### src/rtl/frame_pkg.sv
// Shared definitions for the frame reduction slice.
//   DEFAULT_WIDTH : default sample width (bits)
//   state_t       : frame_max_finder control states (ST_ACCUM / ST_DONE)
package frame_pkg;

  localparam int unsigned DEFAULT_WIDTH = 32;

  typedef enum logic {
    ST_ACCUM = 1'b0,
    ST_DONE  = 1'b1
  } state_t;

endpackage

### src/rtl/comparator_gt.sv
// comparator_gt: signed magnitude comparator.
// Ports:
//   a, b : WIDTH-bit two's-complement operands
//   gt   : 1 when a > b (signed, strict)
module comparator_gt
  import frame_pkg::*;
#(
  parameter int unsigned WIDTH = DEFAULT_WIDTH
) (
  input  logic [WIDTH-1:0] a,
  input  logic [WIDTH-1:0] b,
  output logic             gt
);

  assign gt = $signed(a) > $signed(b);

endmodule

### src/rtl/frame_max_finder.sv
// frame_max_finder: groups a signed sample stream into FRAME_LEN-sample
// frames and reports the largest sample of each frame and its 0-based
// position (ties keep the earlier position).
// Ports:
//   clk, rst             : clock, asynchronous active-high reset
//   in_valid/in_ready    : sample handshake, in_data is the signed sample
//   out_valid/out_ready  : result handshake
//   out_max, out_idx     : frame maximum and its index, held until the
//                          next frame completes
//   out_min              : frame minimum (only with FRAME_MIN_TRACK_EN)
// Optional feature macro: FRAME_MIN_TRACK_EN adds minimum tracking.
module frame_max_finder
  import frame_pkg::*;
#(
  parameter int unsigned WIDTH     = DEFAULT_WIDTH,
  parameter int unsigned FRAME_LEN = 8,
  parameter int unsigned IDX_W     = 3
) (
  input  logic             clk,
  input  logic             rst,
  input  logic             in_valid,
  output logic             in_ready,
  input  logic [WIDTH-1:0] in_data,
  output logic             out_valid,
  input  logic             out_ready,
  output logic [WIDTH-1:0] out_max,
  output logic [IDX_W-1:0] out_idx
`ifdef FRAME_MIN_TRACK_EN
  ,
  output logic [WIDTH-1:0] out_min
`endif
);

  localparam logic [IDX_W-1:0] LAST_IDX = IDX_W'(FRAME_LEN - 1);

  state_t           state;
  state_t           state_nxt;
  logic [IDX_W-1:0] cnt;
  logic [WIDTH-1:0] max_r;
  logic [IDX_W-1:0] idx_r;
  logic [WIDTH-1:0] max_nxt;
  logic [IDX_W-1:0] idx_nxt;
  logic             max_gt;
  logic             in_acc;
  logic             out_acc;
  logic             first;
  logic             last;

  assign in_ready  = (state == ST_ACCUM) && !rst;
  assign out_valid = (state == ST_DONE);
  assign in_acc    = in_valid && in_ready;
  assign out_acc   = out_valid && out_ready;
  assign first     = (cnt == '0);
  assign last      = (cnt == LAST_IDX);

  comparator_gt #(.WIDTH(WIDTH)) u_max_cmp (
    .a  (in_data),
    .b  (max_r),
    .gt (max_gt)
  );

  // The running maximum including the current sample is formed here so the
  // final sample of a frame can be published straight into out_max/out_idx.
  always_comb begin
    max_nxt = max_r;
    idx_nxt = idx_r;
    if (first) begin
      max_nxt = in_data;
      idx_nxt = '0;
    end else if (max_gt) begin
      max_nxt = in_data;
      idx_nxt = cnt;
    end
  end

  always_ff @(posedge clk or posedge rst) begin
    if (rst) begin
      state <= ST_ACCUM;
    end else begin
      state <= state_nxt;
    end
  end

  always_comb begin
    state_nxt = state;
    case (state)
      ST_ACCUM: if (in_acc && last) state_nxt = ST_DONE;
      ST_DONE:  if (out_acc)        state_nxt = ST_ACCUM;
      default:  state_nxt = ST_ACCUM;
    endcase
  end

  always_ff @(posedge clk or posedge rst) begin
    if (rst) begin
      cnt     <= '0;
      max_r   <= '0;
      idx_r   <= '0;
      out_max <= '0;
      out_idx <= '0;
    end else if (in_acc) begin
      cnt   <= last ? '0 : cnt + 1'b1;
      max_r <= max_nxt;
      idx_r <= idx_nxt;
      if (last) begin
        out_max <= max_nxt;
        out_idx <= idx_nxt;
      end
    end
  end

`ifdef FRAME_MIN_TRACK_EN
  logic [WIDTH-1:0] min_r;
  logic [WIDTH-1:0] min_nxt;
  logic             min_gt;

  comparator_gt #(.WIDTH(WIDTH)) u_min_cmp (
    .a  (min_r),
    .b  (in_data),
    .gt (min_gt)
  );

  always_comb begin
    min_nxt = min_r;
    if (first || min_gt) begin
      min_nxt = in_data;
    end
  end

  always_ff @(posedge clk or posedge rst) begin
    if (rst) begin
      min_r   <= '0;
      out_min <= '0;
    end else if (in_acc) begin
      min_r <= min_nxt;
      if (last) begin
        out_min <= min_nxt;
      end
    end
  end
`endif

endmodule

### config.mk
export PLATFORM = sky130hd
export DESIGN_NAME = frame_max_finder
export DESIGN_NICKNAME = d
export VERILOG_FILES = /design/src/rtl/frame_pkg.sv /design/src/rtl/comparator_gt.sv /design/src/rtl/frame_max_finder.sv
export SDC_FILE = /design/constraint.sdc
export NUM_CORES = 1
export LEC_CHECK = 0
export ABC_AREA = 1
export CAP_MARGIN = 20
export CORE_MARGIN = 10
export CORE_UTILIZATION = 54
export CTS_CLUSTER_DIAMETER = 150
export DETAILED_ROUTE_END_ITERATION = 7
export PLACE_DENSITY_LB_ADDON = 0.2
export REMOVE_ABC_BUFFERS = 1
export SLEW_MARGIN = 20
export SYNTH_ARGS = -nofsm -noshare
export SYNTH_HDL_FRONTEND = slang
export SYNTH_HIERARCHICAL = 1
export SYNTH_SLANG_ARGS = --single-unit
### constraint.sdc
create_clock -name clk -period 2.66 [get_ports clk]
set_input_delay 0.532 -clock clk [delete_from_list [all_inputs] [get_ports clk]]
set_output_delay 0.532 -clock clk [all_outputs]
set_load 0.005 [all_outputs]
==> summary.txt <==
most frequent cell on the critical path: nand2_1
CTS Hold Bufs: 0
critical path's largest stage delay: 470 ps
Leakage: 0.00331 uW
max_cap viols: 0
Switching Fraction: 0.420
clock share of power: 0.144
CP Class: input pin to register
RSZ-0062 raised after global routing: yes
register bit count reported by yosys: 74
clk_lat worst skew: 350 ps
# H-tree levels: 3
layout cell share with drive strength beyond 1: 0.122
vias per inst: 5.18
drt initial violations: 204
die area: 0.0123 sq mm
NetSw: 2660 uW
# placed instances: 781
total routed wirelength: 11.8 mm
Die W: 111 microns
initial antenna violation count: 0
post-route antenna net violation count: 0
final hold slack: 475 ps
pwr/cell area: 1090 mW/mm^2
placer congestion estimate: 0.824
largest net degree at the start of global routing: 40
IO Count: 73
crit end category: register
Final Hold Viols: 0
combinational power share: 0.554
clock period minus worst slack: 2530 ps
yosys warns: 6
DR vias: 4140
max-slew violation count: 0
Area Overhead vs Synth: 30.3%
fmax: 396 MHz
share of power burned in registers: 0.302
Final setup violation count: 0
crit-path cells: clkdlybuf4s50_1 -> ha_1 -> nand2_1 -> nor2_2 -> nand2_2 -> nor2_2 -> nand2_2 -> nand2_2 -> nand2_1 -> nand2_1 -> nor2_2 -> inv_2 -> nand2_4 -> buf_12 -> nand2_1 -> nand3_1 -> nand2_1
row count: 33
clk buf depth: 2
Initial Utilization: 0.550
Worst EP arrival: 2810 ps
Worst Max-Slew Pin Slew: 643 ps
Finished Layout Cells: 800
final setup skew: 14.2 ps
fin nets: 761
Root Buffer Master: clkbuf_8
first-pass GRT wire length: 19.0 mm
Slowest cell on crit path: clkdlybuf4s50_1
DRT Pass-1 Iters: 5
Worst Setup Slack, final: 132 ps
gr usage total: 0.181
Sink Count: 74
drt drc: 0
CP Launch Type: input pin
clock slew at reported path FFs: 80 ps
Max FO, Critical Path: 9
IO buf count: 72
Final Cycle Share: 0.950
placed cell areas: 0.00534 sq mm
IR drop worst, VDD: 0.000591 V
worst path required time: 2940 ps
Min-Delay Path Class: register to register
Mapped Cells: 611
dpl ws: -238 ps
die height: 111 microns
Core Footprint: 0.00813 sq mm
vias in the first global route: 4104
Mapped Area: 0.00447 sq mm
Slew headroom: 0.571
status: completed
cell-internal power: 3670 uW
syn avg cell area: 7.32 sq um
sequential share of the synthesized area: 0.414
Netlist cell types: 23
routed len/inst: 14.7 microns
DP HPWL: 7.73 mm
post-route cell area: 0.00583 sq mm
CTS tree: done
gr ovfl total: 0
Ant. Diodes: 0
Num CTS Buffers: 9
-- area by class of cell --
cell class / instances / area [sq um]
fillers: 636 / 2310
multi-input cells: 399 / 2200
flip-flops and latches: 74 / 1850
repair buffers: 92 / 1010
inverters: 114 / 428
clock buffers: 11 / 151
well taps: 105 / 131
clock inverters: 5 / 52.6
-- cells in the mapped netlist --
library cell / count / area (sq um)
nor2_1: 10 / 37.5
clkinv_1: 1 / 3.75
or2_2: 3 / 18.8
buf_2: 10 / 50.1
nand4_1: 2 / 12.5
buf_6: 4 / 45.0
ha_1: 35 / 438
buf_4: 7 / 52.6
inv_2: 4 / 15.0
nand2_2: 5 / 31.3
dfrtp_1: 74 / 1850
o21a_2: 1 / 8.76
a21o_1: 1 / 7.51
nand3_1: 100 / 500
a21oi_1: 11 / 55.1
nand3_2: 2 / 20.0
nand2_1: 209 / 785
clkbuf_1: 3 / 11.3
nor2_2: 4 / 25.0
a21oi_2: 2 / 17.5
nor2_4: 1 / 11.3
o21ai_0: 13 / 65.1
inv_1: 109 / 409
-- worst max-delay path: cells and delay by family --
| kind | cells | cell delay (ps) |
|---|---|---|
| buffers and inverters | 3 | 780 |
| AND/OR/NAND/NOR | 13 | 1180 |
| adder cells (fa/ha/maj) | 1 | 320 |
-- power by group through the flow --
stage | Sequential (uW) | Combinational (uW) | Clock [uW]
6_report | 1910 | 3500 | 912
5_1_grt | 1980 | 3920 | 977
4_1_cts | 1910 | 3100 | 920
3_5_place_dp | 1930 | 3080 | 0
3_3_place_gp | 1910 | 2970 | 0
2_1_floorplan | 1890 | 1830 | 0
-- sequential cells by signal, summed over array words and instances (netlist names) --
signal     count
max_r         32
out_max       32
cnt            3
idx_r          3
out_idx        3
out_valid      1
-- logic make-up after synthesis --
logic type | synth area share
simple gates | 0.322
buf+inv | 0.131
compound gates | 0.0344
flops | 0.414
fa+ha+maj | 0.0979
-- routing by layer --
layer,global-route usage,vias up,routed length (microns)
met3,0.0433,21,727
met1,0.227,1945,5130
met2,0.291,127,5700
met4,0.0703,0,204
li1,-,2047,-
met5,0,-,0
-- timing repair --
action / 4_1_cts / 5_1_grt
hold endpoints to repair: 0 / 0
resized for setup: 0 / 49
setup buffers: 0 / 1
setup endpoints to repair: 0 / 70
-- path summary, 6_finish.rpt --
path | from | slack, ps | cells after the start | end
max reg2reg | max_r[21] | 280 | 17 | out_max[25]
min | out_max[9] | 470 | 2 | out_max[9]
max in group asynchronous | rst | 1460 | 3 | max_r[3]
min reg2reg | out_max[9] | 470 | 2 | out_max[9]
min in group asynchronous | rst | 650 | 2 | out_max[30]
max | in_data[30] | 130 | 17 | out_max[25]
-- per-stage QoR --
stage	utilization	total power [uW]	setup TNS (ps)
CTS	0.682	5930	0
global placement	0.657	4870	-10350
global route	0.716	6880	-1010
finish	0.716	6330	0
floorplan	-	3720	0
detailed placement	0.657	5000	-13380
-- layout by cell type (no fill, tap or decap), drive strengths merged, types with 2 or more instances in the layout --
master,count
a21oi,13
buf,18
clkbuf,13
clkdlybuf4s50,53
clkinv,4
dfrtp,74
dlymetal6s2s,19
ha,35
inv,113
nand2,214
nand3,102
nand4,2
nor2,15
o21ai,13
or2,3
Power figures use the tool's default switching activity.
